==> src/rtl/id_ex_stage.sv <==
// id_ex_stage: ID/EX pipeline register with write-back bypass, load-use bubble insertion,
// stall/flush handling and a saturating bubble counter.
module id_ex_stage #(
   parameter int XLEN  = 32,
   parameter int CNT_W = 16
) (
   input  logic             clk,
   input  logic             reset,
   input  logic             stall,
   input  logic             flush,
   input  logic             id_valid,
   input  logic [XLEN-1:0]  id_pc,
   input  logic [4:0]       id_rs1,
   input  logic [4:0]       id_rs2,
   input  logic [4:0]       id_rd,
   input  logic [XLEN-1:0]  id_rs1_data,
   input  logic [XLEN-1:0]  id_rs2_data,
   input  logic [XLEN-1:0]  id_imm,
   input  logic             id_reg_write,
   input  logic             id_mem_read,
   input  logic             id_mem_write,
   input  logic             id_alu_src,
   input  logic [3:0]       id_alu_ctrl,
   input  logic             wb_reg_write,
   input  logic [4:0]       wb_rd,
   input  logic [XLEN-1:0]  wb_data,
   output logic             ex_valid,
   output logic [XLEN-1:0]  ex_pc,
   output logic [XLEN-1:0]  ex_imm,
   output logic [XLEN-1:0]  ex_rs1_data,
   output logic [XLEN-1:0]  ex_rs2_data,
   output logic [4:0]       ex_rs1,
   output logic [4:0]       ex_rs2,
   output logic [4:0]       ex_rd,
   output logic             ex_reg_write,
   output logic             ex_mem_read,
   output logic             ex_mem_write,
   output logic             ex_alu_src,
   output logic [3:0]       ex_alu_ctrl,
   output logic             hazard_stall,
   output logic [CNT_W-1:0] bubble_count
);
   typedef struct packed {
      logic            valid;
      logic [XLEN-1:0] pc;
      logic [XLEN-1:0] imm;
      logic [XLEN-1:0] rs1_data;
      logic [XLEN-1:0] rs2_data;
      logic [4:0]      rs1;
      logic [4:0]      rs2;
      logic [4:0]      rd;
      logic            reg_write;
      logic            mem_read;
      logic            mem_write;
      logic            alu_src;
      logic [3:0]      alu_ctrl;
   } ex_t;

   ex_t             ex_d, ex_q;
   logic [CNT_W-1:0] cnt_d, cnt_q;
   logic [XLEN-1:0] byp1, byp2;
   logic            wb_ok;

   assign wb_ok = wb_reg_write && wb_rd != 5'd0;
   // x0 reads as zero no matter what the register file returns
   assign byp1 = id_rs1 == 5'd0 ? '0 : (wb_ok && wb_rd == id_rs1) ? wb_data : id_rs1_data;
   assign byp2 = id_rs2 == 5'd0 ? '0 : (wb_ok && wb_rd == id_rs2) ? wb_data : id_rs2_data;

   assign hazard_stall = id_valid && ex_q.valid && ex_q.mem_read && ex_q.rd != 5'd0 &&
                         (ex_q.rd == id_rs1 || ex_q.rd == id_rs2) && !flush && !stall;

   always_comb begin
      ex_d  = ex_q;
      cnt_d = cnt_q;
      if (flush || (!stall && hazard_stall)) begin
         ex_d.valid     = 1'b0;
         ex_d.reg_write = 1'b0;
         ex_d.mem_read  = 1'b0;
         ex_d.mem_write = 1'b0;
         ex_d.alu_src   = 1'b0;
         if (!flush) cnt_d = &cnt_q ? cnt_q : cnt_q + 1'b1;
      end else if (stall) begin
         // held operands would otherwise miss a write-back landing while stalled
         if (ex_q.valid && wb_ok && wb_rd == ex_q.rs1) ex_d.rs1_data = wb_data;
         if (ex_q.valid && wb_ok && wb_rd == ex_q.rs2) ex_d.rs2_data = wb_data;
      end else begin
         ex_d.valid     = id_valid;
         ex_d.pc        = id_pc;
         ex_d.imm       = id_imm;
         ex_d.rs1_data  = byp1;
         ex_d.rs2_data  = byp2;
         ex_d.rs1       = id_rs1;
         ex_d.rs2       = id_rs2;
         ex_d.rd        = id_rd;
         ex_d.reg_write = id_reg_write && id_valid;
         ex_d.mem_read  = id_mem_read && id_valid;
         ex_d.mem_write = id_mem_write && id_valid;
         ex_d.alu_src   = id_alu_src && id_valid;
         ex_d.alu_ctrl  = id_alu_ctrl;
      end
   end

   always_ff @(posedge clk or negedge reset) begin
      if (!reset) begin
         ex_q  <= '0;
         cnt_q <= '0;
      end else begin
         ex_q  <= ex_d;
         cnt_q <= cnt_d;
      end
   end

   assign ex_valid     = ex_q.valid;
   assign ex_pc        = ex_q.pc;
   assign ex_imm       = ex_q.imm;
   assign ex_rs1_data  = ex_q.rs1_data;
   assign ex_rs2_data  = ex_q.rs2_data;
   assign ex_rs1       = ex_q.rs1;
   assign ex_rs2       = ex_q.rs2;
   assign ex_rd        = ex_q.rd;
   assign ex_reg_write = ex_q.reg_write;
   assign ex_mem_read  = ex_q.mem_read;
   assign ex_mem_write = ex_q.mem_write;
   assign ex_alu_src   = ex_q.alu_src;
   assign ex_alu_ctrl  = ex_q.alu_ctrl;
   assign bubble_count = cnt_q;
endmodule

==> config.mk <==
export PLATFORM = sky130hd
export DESIGN_NAME = id_ex_stage
export DESIGN_NICKNAME = d
export VERILOG_FILES = /design/src/rtl/id_ex_stage.sv
export SDC_FILE = /design/constraint.sdc
export NUM_CORES = 1
export LEC_CHECK = 0
export ABC_CLOCK_PERIOD_IN_PS = 2700
export CORE_ASPECT_RATIO = 0.6
export CORE_UTILIZATION = 43
export CTS_BUF_LIST = sky130_fd_sc_hd__clkbuf_8
export DETAILED_ROUTE_END_ITERATION = 16
export PLACE_DENSITY_LB_ADDON = 0.25
export SLEW_MARGIN = 10
export SYNTH_ARGS = -nofsm -noshare
export SYNTH_HDL_FRONTEND = slang
export SYNTH_SLANG_ARGS = --single-unit
==> constraint.sdc <==
create_clock -name clk -period 2.7 [get_ports clk]
set_input_delay 0.54 -clock clk [delete_from_list [all_inputs] [get_ports clk]]
set_output_delay 0.54 -clock clk [all_outputs]
set_load 0.05 [all_outputs]
# After elaboration in Yosys (flattened, before gate mapping)
# Index checks and enable logic that the tools add are counted.
# word_totals
reg_bits,168
out_inout_bits,169
word_cells,69
# classes
n_addsub,1
eq_ne,9
n_mux,11
bitwise_logic,4
n_reduce_logical,30
# ops
operator,count
$mux 32,6
$mux 65,1
$mux 64,1
$eq 5x5->1,6
$logic_and 1x1->1,17
$add 16x1->16 const B,1
$reduce_and 16->1,1
$logic_not 5->1,2
$reduce_bool 5->1,2
$mux 8,1
$ne 2x1->1 const B,3
$reduce_and 2->1,3
$mux 4,1
$not 1->1,4
$reduce_and 3->1,1
$logic_not 1->1,2
$logic_or 1x1->1,2
$mux 1,1

# Logic depth before layout (Yosys ltp)
# depth
ltp_word,10
mapped_depth,9
mapped_depth_nobuf,6

# Worst setup path after synthesis
# OpenSTA, ideal clock, no wires.
# synth_timing
kind,register to output
start,"register ex_q, in the netlist ex_rd[1]"
end,output hazard_stall
arrival_ps,2085
slack_ps,75
path_stages_with_launch,7
path_cell_list,dfrtp_1 or4_1 nor2_1 nor3_4 nand2_1 clkbuf_1 inv_1
# synth_via
elab_chain_len,5
elab_cells_between_ends,8
# synth_rtl
item,line,rtl
from (decl),59,"ex_t ex_d, ex_q;"
from (signal assigned),105,ex_q <= '0;
from (signal assigned),108,ex_q <= ex_d;
$eq 5x5->1 / $reduce_bool 5->1 (equally long branches),"70, 69",
$logic_or 1x1->1 / $logic_and 1x1->1 (equally long branches),"70, 69",
$logic_and 1x1->1 *,69,assign hazard_stall = id_valid && ex_q.valid && ex_q.mem_read && ex_q.rd != 5'd0 &&
$logic_and 1x1->1 * (2 in series),70,(ex_q.rd == id_rs1 || ex_q.rd == id_rs2) && !flush && !stall;
to (decl),40,"output logic hazard_stall,"
# Mark *: on every way between the ends. The rest lies on a longest branch, timed or not.

# Worst setup path in the final report
# layout_timing
start,input wb_rd[0]
end,"register ex_q, in the netlist ex_rs2_data[16]"
# layout_via
elab_chain_len,6
elab_cells_between_ends,12
# layout_rtl
item,line,rtl
from (decl),25,"input logic [4:0] wb_rd,"
$reduce_bool 5->1,64,assign wb_ok = wb_reg_write && wb_rd != 5'd0;
$logic_and 1x1->1,64,
$logic_and 1x1->1 (on tied branches),"67, 85",
$mux 32 / $logic_and 1x1->1 (equally long branches),"67, 85",
$mux 32 / $ne 2x1->1 (equally long branches),-,
$mux 64 / $reduce_and 2->1 (equally long branches),-,
# Parallel ways exist; a longest one is shown, timed or not.
# A chain may end at the register's enable or synchronous reset.

==> summary.txt <==
Finish
  – Post-Layout Cell Count: 1321
  – Final Cell Area: 0.0126 mm²
  – # fillers: 1285
  – Post-layout nets: 1267
  – Layout cell share with drive strength beyond 1: 0.181
  – Area Overhead vs Synth: 61.4%

Placed design
  – PortBufs: 362
  – Inst Count DP: 1279
  – Placed inst area: 0.0120 mm²
  – Post-detail-place hpwl: 18.4 mm
  – Placer Congestion: 0.831

CTS
  – H-tree levels: 4
  – CTS Buffer Depth: 2
  – Clock tree from TritonCTS: done
  – Reg clk slew, reported paths: 100 ps
  – Root Buffer: clkbuf_8
  – Clock Latency Late Sink: 440 ps
  – TritonCTS Buffers: 17
  – Clock sink count: 168

Setup path
  – CP Launch Type: input pin
  – Arrival time of the worst setup path: 2990 ps
  – R2r setup slk: 320 ps
  – Worst-case reg-to-reg path depth: 9
  – Class of the most critical setup path: in2reg
  – RR Endpoint: ex_rs2_data[16]
  – Worst-path maximum fanout: 16
  – CP endpoint kind: flip-flop
  – Critical R2R Launch: ex_rd[1]
  – Critical Path RT: 3060 ps

Routing
  – Remaining antenna violation count: 0
  – Via/cell ratio: 5.17
  – First drt pass iteration count: 5
  – Routed vias: 6834
  – Routed WL: 25.1 mm
  – Drt drc: 0
  – First DRT Iteration DRCs: 526
  – Routed length per instance: 19.0 µm

Pwr
  – Comb pwr share: 0.385
  – Leakage: 5.28 nW
  – Psw: 0.00314 W
  – P_int: 0.00497 W
  – Maximum vdd drop: 0.000398 V
  – Clock power frac: 0.237
  – Sequential share of power: 0.378
  – P per Cell Area: 644 mW/mm²
  – Switch share: 0.387
  – Total power: 0.00811 W

Timing
  – Endpoints failing setup: 0
  – Post-Route Setup TNS: 0 ps
  – Max Slew Vio Count: 0
  – Max Fclk: 380 MHz
  – Worst-margin pin slew: 686 ps
  – Final period util: 0.975
  – Relative slew margins: 0.541
  – Clock skew: 18.7 ps
  – Final Hold Fails: 0
  – Minimum clock period: 2630 ps

Die
  – Starting Density: 0.447
  – DIE AREA: 0.0187 mm²
  – Num rows: 37
  – Die W: 176 µm
  – Ports: 363
  – Die height: 106 µm
  – Core area: 0.0175 mm²

Synth
  – Mean Syn Cell Area: 11.5 µm²
  – Async set-reset flop share out of synthesis: 1.00
  – Post-Syn Nets: 874
  – Netlist cell types: 44
  – Post-Syn Area: 0.00779 mm²
  – Synth warnings: 0
  – Seq cells post-synth: 168
  – Post-synth EDFFs: 0
  – Seq/Total Area, Yosys: 0.539
  – Synthesized instance count: 679
  – Top_reg_cell synth: dfrtp_1

Global routing
  – Congestion Overflow GR: 0
  – Global-route wire length before repair: 38.2 mm
  – Pin count of the biggest net entering global routing: 67
  – Vias in the first global route: 6926
  – Initial antenna violation count: 2
  – Aggregate global-route resource usage: 0.269

Hold path
  – Hold wc startpoint: stall
  – HP Class: in2reg
  – Hold Path End: ex_reg_write
  – Worst Hold Path Cells: 3

Outcome
  – Status: complete, no violations

Job
  – Max-cap violations: 0
critical path: stages:
cell             delay [ps]
clkdlybuf4s50_1         620
buf_4                   170
xnor2_1                 110
nand3_1                  90
or4_4                   530
a221oi_4                310
buf_4                   200
buf_6                   200
nor2_1                   60
a31oi_1                 140
per-stage QoR:
step	util	setup slack, ps	hold WS, ps
after floorplan	-	74.5	244
after CTS	0.715	13.7	442
after global routing	0.721	-10.1	482
after global placement	0.689	-364	470
final	0.721	67.7	472
after detailed placement	0.689	-450	469
repair_timing:
item / CTS / global route
gates resized for setup: 11 / 11
pin swaps: 2 / 5
gates cloned: 0 / 2
hold buffers: 1 / 0
setup endpoints to repair: 1 / 52
setup buffers: 1 / 4
endpoints found under the hold margin: 28 / 0
worst max-delay path by stage:
stage / to / startpoint / slack, ps
after floorplan: hazard_stall / ex_rd[1] / 70
after global placement: ex_rs1_data[4] / wb_rd[4] / -360
after CTS: hazard_stall / ex_rd[2] / 10
after detailed placement: ex_rs1_data[8] / wb_rd[4] / -450
final: ex_rs2_data[16] / wb_rd[0] / 70
after global routing: ex_rs2_data[16] / wb_rd[0] / -10
layout by cell type, fill, tap and decap left out, types with 5 or more instances in the layout:
cell type,netlist,layout
clkdlybuf4s50_1,0,351
dfrtp_1,168,167
mux2_2,87,87
nand2_1,41,40
nor2_1,42,40
buf_4,10,39
a21oi_1,33,33
inv_1,31,31
o21a_1,29,29
mux2i_1,29,29
o21ai_0,29,29
a31oi_1,29,29
xnor2_1,27,25
clkbuf_8,0,18
xor2_1,17,17
buf_12,0,15
nand3_1,12,12
nor3_1,9,8
nand4_1,5,5
nor4_1,6,5
dlygate4sd2_1,0,5
power by group through the flow:
stage	Sequential [W]	Combinational, W	Clock [W]
6_report	0.00307	0.00312	0.00192
5_1_grt	0.00311	0.00326	0.00207
4_1_cts	0.00306	0.00312	0.00198
3_5_place_dp	0.00311	0.00310	0
3_3_place_gp	0.00309	0.00307	0
2_1_floorplan	0.00432	0.000570	0
cell type report:
| class | instances | area (µm²) | share of cell area |
|---|---|---|---|
| Sequential cell | 168 | 4210 | 0.334 |
| Timing Repair Buffer | 420 | 4270 | 0.340 |
| Clock inverter | 14 | 163 | 0.0129 |
| Tap cell | 234 | 293 | 0.0233 |
| Multi-Input combinational cell | 434 | 3280 | 0.261 |
| Clock buffer | 18 | 248 | 0.0197 |
| Inverter | 31 | 116 | 0.00925 |
| Antenna cell | 2 | 5.00 | 0.000398 |
routing by layer:
metal / global-route usage / vias up / share of wire
met4: 0.0801 / 0 / 0.018
met2: 0.429 / 284 / 0.47
met1: 0.348 / 3349 / 0.42
met3: 0.0894 / 32 / 0.091
li1: - / 3169 / -
met5: 0 / - / 0
flip-flops by register name, summed over array words and instances, names as in the netlist:
signal,count
ex_mem_write,1
ex_rs1_data,32
ex_pc,32
ex_rs1,5
ex_alu_ctrl,4
ex_valid,1
ex_imm,32
ex_alu_src,1
bubble_count,16
ex_rs2_data,32
ex_rs2,5
ex_reg_write,1
ex_mem_read,1
ex_rd,5
synth_stat cells (all sizes together) (2+ instances only):
cell      n  share of area
a21oi    33          0.021
xnor2    27          0.030
inv      31          0.015
mux2     88           0.13
nand2    41          0.020
nor2     43          0.021
xor2     17          0.019
o21a     29          0.028
a221oi    5          0.010
nand4     5         0.0040
dfrtp   168           0.54
o21bai    2         0.0019
or4       6         0.0067
and2      4         0.0032
nor3     10         0.0079
nor4b     2         0.0022
clkbuf   15         0.0072
buf      31          0.026
nor4      6         0.0048
o21ai    30          0.019
a221o     3         0.0039
nand3    12         0.0077
a32oi     3         0.0034
a31oi    29          0.023
mux2i    29          0.037
cell families after synthesis:
family / count (synthesis) / synth area share
AO/OA/AOI/OAI: 138 / 0.115
XOR/XNOR: 44 / 0.0494
adder cells (fa/ha/maj): 1 / 0.00161
buffers and inverters: 77 / 0.0483
flip-flops: 168 / 0.539
multiplexers: 117 / 0.164
AND/OR/NAND/NOR: 134 / 0.0820
Power figures use the tool's default switching activity.
